## config.mk

```make
export PLATFORM = sky130hd
export DESIGN_NAME = sdram_host_bridge
export DESIGN_NICKNAME = d
export VERILOG_FILES = /design/src/rtl/sdram_pkg.sv /design/src/rtl/sdram_req_fifo.sv /design/src/rtl/sdram_host_bridge.sv
export SDC_FILE = /design/constraint.sdc
export NUM_CORES = 1
export LEC_CHECK = 0
export CAP_MARGIN = 40
export CORE_ASPECT_RATIO = 1.75
export CORE_MARGIN = 3
export CORE_UTILIZATION = 49
export DETAILED_ROUTE_END_ITERATION = 10
export GPL_TIMING_DRIVEN = 0
export MAX_ROUTING_LAYER = met4
export PLACE_DENSITY = 0.73
export SYNTH_ARGS = -nofsm -noshare
export SYNTH_HDL_FRONTEND = slang
export SYNTH_HIERARCHICAL = 1
export SYNTH_SLANG_ARGS = --single-unit
```

## constraint.sdc

```tcl
create_clock -name clk -period 4.3 [get_ports clk]
set_input_delay 0.86 -clock clk [delete_from_list [all_inputs] [get_ports clk]]
set_output_delay 0.86 -clock clk [all_outputs]
set_load 0.02 [all_outputs]
```

## src/rtl/sdram_pkg.sv

```systemverilog
// Shared definitions for the SDRAM host bridge: controller-matched widths,
// bridge FSM states and the request entry layout.
package sdram_pkg;

    localparam int SD_HADDR_WIDTH = 24;
    localparam int SD_DATA_WIDTH  = 16;
    localparam int SD_TAG_WIDTH   = 4;

    typedef enum logic [1:0] {
        IDLE  = 2'd0,
        ISSUE = 2'd1,
        WAIT  = 2'd2
    } bridge_state_e;

    // Canonical FIFO entry layout at the controller's widths.
    typedef struct packed {
        logic                      we;
        logic [SD_HADDR_WIDTH-1:0] addr;
        logic [SD_DATA_WIDTH-1:0]  wdata;
`ifdef SDRAM_BRIDGE_TAG_EN
        logic [SD_TAG_WIDTH-1:0]   tag;
`endif
    } req_entry_t;

endpackage

```

## src/rtl/sdram_req_fifo.sv

```systemverilog
// Synchronous request FIFO; pointers carry one extra wrap bit so full and
// empty are distinguishable without a separate count.
module sdram_req_fifo #(
    parameter int WIDTH = 41,
    parameter int DEPTH = 4
) (
    input  logic             clk,
    input  logic             rst_n,
    input  logic             push,
    input  logic             pop,
    input  logic [WIDTH-1:0] wdata,
    output logic [WIDTH-1:0] rdata,
    output logic             full,
    output logic             empty
);

    localparam int AW = $clog2(DEPTH);

    logic [AW:0]      wr_ptr;
    logic [AW:0]      rd_ptr;
    logic [WIDTH-1:0] mem [DEPTH];

    assign full  = (wr_ptr[AW] != rd_ptr[AW]) && (wr_ptr[AW-1:0] == rd_ptr[AW-1:0]);
    assign empty = (wr_ptr == rd_ptr);
    assign rdata = mem[rd_ptr[AW-1:0]];

    always_ff @(posedge clk) begin
        if (!rst_n) begin
            wr_ptr <= '0;
            rd_ptr <= '0;
        end else begin
            // full is evaluated before any same-cycle pop, so a full FIFO refuses
            if (push && !full)
                wr_ptr <= wr_ptr + 1'b1;
            if (pop && !empty)
                rd_ptr <= rd_ptr + 1'b1;
        end
    end

    always_ff @(posedge clk) begin
        if (push && !full)
            mem[wr_ptr[AW-1:0]] <= wdata;
    end

endmodule

```

## src/rtl/sdram_host_bridge.sv

```systemverilog
// Queues host read/write requests and issues them one at a time to the SDRAM
// controller's enable/busy interface. Optional tags: define SDRAM_BRIDGE_TAG_EN.
module sdram_host_bridge
    import sdram_pkg::*;
#(
    parameter int HADDR_WIDTH = SD_HADDR_WIDTH,
    parameter int DATA_WIDTH  = SD_DATA_WIDTH,
    parameter int DEPTH       = 4,
    parameter int TAG_WIDTH   = SD_TAG_WIDTH
) (
    input  logic                   clk,
    input  logic                   rst_n,
    input  logic                   req_valid,
    output logic                   req_ready,
    input  logic                   req_we,
    input  logic [HADDR_WIDTH-1:0] req_addr,
    input  logic [DATA_WIDTH-1:0]  req_wdata,
`ifdef SDRAM_BRIDGE_TAG_EN
    input  logic [TAG_WIDTH-1:0]   req_tag,
    output logic [TAG_WIDTH-1:0]   rsp_tag,
`endif
    output logic                   rsp_valid,
    output logic [DATA_WIDTH-1:0]  rsp_rdata,
    output logic [HADDR_WIDTH-1:0] sd_haddr,
    output logic [DATA_WIDTH-1:0]  sd_data_input,
    output logic                   sd_rd_enable,
    output logic                   sd_wr_enable,
    input  logic                   sd_busy,
    input  logic [DATA_WIDTH-1:0]  sd_data_output
);

`ifdef SDRAM_BRIDGE_TAG_EN
    localparam int TAG_BITS = TAG_WIDTH;
`else
    localparam int TAG_BITS = 0 * TAG_WIDTH;
`endif
    localparam int ENTRY_W = 1 + HADDR_WIDTH + DATA_WIDTH + TAG_BITS;

    logic                   fifo_full;
    logic                   fifo_empty;
    logic                   fifo_pop;
    logic [ENTRY_W-1:0]     push_entry;
    logic [ENTRY_W-1:0]     head_entry;
    logic                   head_we;
    logic [HADDR_WIDTH-1:0] head_addr;
    logic [DATA_WIDTH-1:0]  head_wdata;
    logic                   cmd_we;
    bridge_state_e          state_q;
    bridge_state_e          state_d;

`ifdef SDRAM_BRIDGE_TAG_EN
    logic [TAG_WIDTH-1:0]   head_tag;
    logic [TAG_WIDTH-1:0]   cmd_tag;
    assign push_entry = {req_we, req_addr, req_wdata, req_tag};
    assign {head_we, head_addr, head_wdata, head_tag} = head_entry;
`else
    assign push_entry = {req_we, req_addr, req_wdata};
    assign {head_we, head_addr, head_wdata} = head_entry;
`endif

    assign req_ready = !fifo_full;

    sdram_req_fifo #(
        .WIDTH (ENTRY_W),
        .DEPTH (DEPTH)
    ) u_fifo (
        .clk   (clk),
        .rst_n (rst_n),
        .push  (req_valid && req_ready),
        .pop   (fifo_pop),
        .wdata (push_entry),
        .rdata (head_entry),
        .full  (fifo_full),
        .empty (fifo_empty)
    );

    always_comb begin
        state_d  = state_q;
        fifo_pop = 1'b0;
        case (state_q)
            IDLE: begin
                if (!fifo_empty) begin
                    fifo_pop = 1'b1;
                    state_d  = ISSUE;
                end
            end
            // enable is held across init/refresh stalls until busy is seen
            ISSUE:   if (sd_busy)  state_d = WAIT;
            WAIT:    if (!sd_busy) state_d = IDLE;
            default: state_d = IDLE;
        endcase
    end

    always_ff @(posedge clk) begin
        if (!rst_n) begin
            state_q       <= IDLE;
            sd_haddr      <= '0;
            sd_data_input <= '0;
            sd_rd_enable  <= 1'b0;
            sd_wr_enable  <= 1'b0;
            cmd_we        <= 1'b0;
            rsp_valid     <= 1'b0;
            rsp_rdata     <= '0;
`ifdef SDRAM_BRIDGE_TAG_EN
            cmd_tag       <= '0;
            rsp_tag       <= '0;
`endif
        end else begin
            state_q   <= state_d;
            rsp_valid <= 1'b0;
            if (fifo_pop) begin
                sd_haddr      <= head_addr;
                sd_data_input <= head_wdata;
                cmd_we        <= head_we;
                sd_rd_enable  <= !head_we;
                sd_wr_enable  <= head_we;
`ifdef SDRAM_BRIDGE_TAG_EN
                cmd_tag       <= head_tag;
`endif
            end
            if (state_q == ISSUE && sd_busy) begin
                sd_rd_enable <= 1'b0;
                sd_wr_enable <= 1'b0;
            end
            if (state_q == WAIT && !sd_busy && !cmd_we) begin
                rsp_valid <= 1'b1;
                rsp_rdata <= sd_data_output;
`ifdef SDRAM_BRIDGE_TAG_EN
                rsp_tag   <= cmd_tag;
`endif
            end
        end
    end

endmodule
```

==> results.ini <==
[placement]
portBuffers=120
gp_congestion=0.7395
dp_hpwl_mm=12.02
place_ws_ns=1.122

[critical_path]
crit_arrival_ns=2.35
required_ns=3.44
critical_path.endpoint_type=output pin
path_max_fanout=7
crit_type=reg2out
startpoint_type=flop

[power]
leakage_uw=0.003596
ir_worst_vdd_uv=514.9
p_per_area_nw_per_um2=642.6
internal-power_uw=4836
combPwrFrac_pct=30.6
p_total_uw=7007
p_sw_share_pct=30.98
pwr-share-seq_pct=43.9
power_switching_uw=2170
p_clk_share_pct=25.5

[logic_synthesis]
synth.avg_cell_area_um2=15.69
ys_types=40
yosysWarnings=6
ys_top_cells_by_area=edfxtp_1 57%, dfxtp_1 16%, mux4_2 11%
synth_ff_type=edfxtp_1
syn-instance-count=553
async_flop_share_pct=0
synth_seq_area_share_pct=72.91
synth_top_area_cell=edfxtp_1
synthMostInstantiatedCell=edfxtp_1
syn_nets=619
synth_enable_flop_cells=164
syn_area_um2=8677
synth_common_cells=164 x edfxtp_1, 119 x nand2_1, 70 x dfxtp_1, 61 x a21oi_1, 41 x mux4_2
synth_top_area_share_pct=56.76
synth-seq-cells=234

[timing]
finClkSkew_ns=0.009713
period_share_pct=74.68
final_max_slew_viol_count=0
fin_crit_ns=3.211
setup_violations=0
tns_ns=0
hold_viol_final=0
worstMarginPinSlew_ns=0.6828
fmax_mhz=311.4
setup_ws_ns=1.089
slew_headroom_pct=54.37
rsz0062_at_grt=false

[drt]
wl_mm=17.95
final_antenna_net_count=0
drtPass1Iterations=4
wire_per_inst_um=19.06
drt_iter0_drc=232
dr_total_vias=5022
drc=0
drt-vias-per-instance=5.331

[clock_tree]
postCtsSetupRepairBufs=0
clk_pin_slew_worst_paths_ns=0.07
insertion_delay_ns=0.49
root_buffer=clkbuf_16
cts_tree=built
cts.sinks=234
post_cts_resize_count=0
clockBufferDepth=3
htree_levels=1
numCtsBuffers=21
cts_hold_buf=0

[floorplanning]
die_x_um=106.6
io_pins=121
core_area_um2=17180
dieArea_um2=19400
start_util_pct=50.50
fp.dieH_um=182.0
rows=63

[grt]
grt_pass1_vias=5257
gr-total-overflow=0
antenna_found_initial=1
grt_first_pass_wirelength_mm=28.09
grt_use_total_pct=19.15
grt_max_degree=26

[final_layout]
syn_to_final_growth_pct=25.65
post-route-util_pct=63.45
layout.nets=766
layout-drive-gt1-share_pct=13.87

[run_status]
status=finished clean

[flow_run]
cap_violations=0

[min_path]
hp-class=reg2reg

[worst max-delay path, stage by stage, from the launching register on]
cell and delay [ns]:
dfxtp_1 0.50, xor2_1 0.47, nor3_1 0.22, inv_1 0.08, clkdlybuf4s50_1 0.60
[layout make-up]
class	count	area, um^2
sequential	234	6326
clock inverter	11	102.6
tap	227	284.0
buffer	30	187.7
fill	1284	6281
inverter	8	35.03
antenna	1	2.502
multi-input combinational	281	2140
timing repair buffer	124	1281
clock buffer	26	544.3
[worst paths after layout]
kind	start	endpoint	slack, ns	depth (start not counted)
max	u_fifo/wr_ptr[0]	req_ready	1.09	4
min	sd_haddr[4]	sd_haddr[4]	0.45	2
max reg2reg	u_fifo/wr_ptr[0]	u_fifo/mem[1][4]	1.22	7
min reg2reg	sd_haddr[4]	sd_haddr[4]	0.45	2
[metal layers]
layer,up-vias,part of all wire (%),wire (um),GRT usage (%)
met2,147,55,9816,34.33
li1,2354,-,-,-
met4,0,3.3,596,7.424
met5,-,0,0,-
met3,38,4.5,807,2.633
met1,2483,38,6733,21.41
[placed cells by master, fill, tap and decap left out, types with 2 or more instances in the layout]
master and n:
a211o_1 4, a21oi_1 61, a31oi_1 2, a41oi_1 2
and2_2 3, and3_1 2, buf_1 5, buf_12 4
buf_2 9, buf_6 6, bufinv_16 2, clkbuf_1 12
clkbuf_16 21, clkdlybuf4s50_1 120, clkinv_1 4, clkinv_2 4
dfxtp_1 70, edfxtp_1 164, ha_1 5, inv_1 6
mux4_2 41, nand2_1 119, nand3_1 3, nand3b_1 4
nand4_1 2, nor2_1 3, nor3_1 4, o211ai_1 2
o21ai_0 5, xnor2_1 3, xor2_1 4
[cells by family after synthesis]
kind of cell | count (synthesis) | share of synthesized area (%)
AO/OA/AOI/OAI | 78 | 4.917
XOR/XNOR | 7 | 0.7066
adder cells (fa/ha/maj) | 5 | 0.7210
buffers and inverters | 38 | 2.567
flip-flops | 234 | 72.91
multiplexers | 41 | 10.64
AND/OR/NAND/NOR | 150 | 7.541
[flip-flops by register name, indices dropped and copies added (netlist names), 2 cells and up, named ones only]
register	cells
sd_haddr	24
u_fifo/rd_ptr	3
u_fifo/mem	164
rsp_rdata	16
u_fifo/wr_ptr	3
state_q	2
sd_data_input	16
[power by group through the flow]
stage	sequential (uW)	clock, uW	combinational (uW)
after floorplan	3300	0	1100
after CTS	3080	1830	2170
final	3080	1790	2140
after global placement	3120	0	2080
after detailed placement	3130	0	2160
after global routing	3120	1920	2320
[per-stage QoR]
stage | instances | hold WS, ns | area (um^2)
2_1_floorplan | 553 | 0.4777 | 8677
3_3_place_gp | 900 | 0.4443 | 10160
3_5_place_dp | 904 | 0.4457 | 10250
4_1_cts | 941 | 0.4553 | 10900
5_1_grt | 942 | 0.4662 | 10900
6_report | 942 | 0.4537 | 10900
Note: power is estimated with default switching activity, not from simulation.
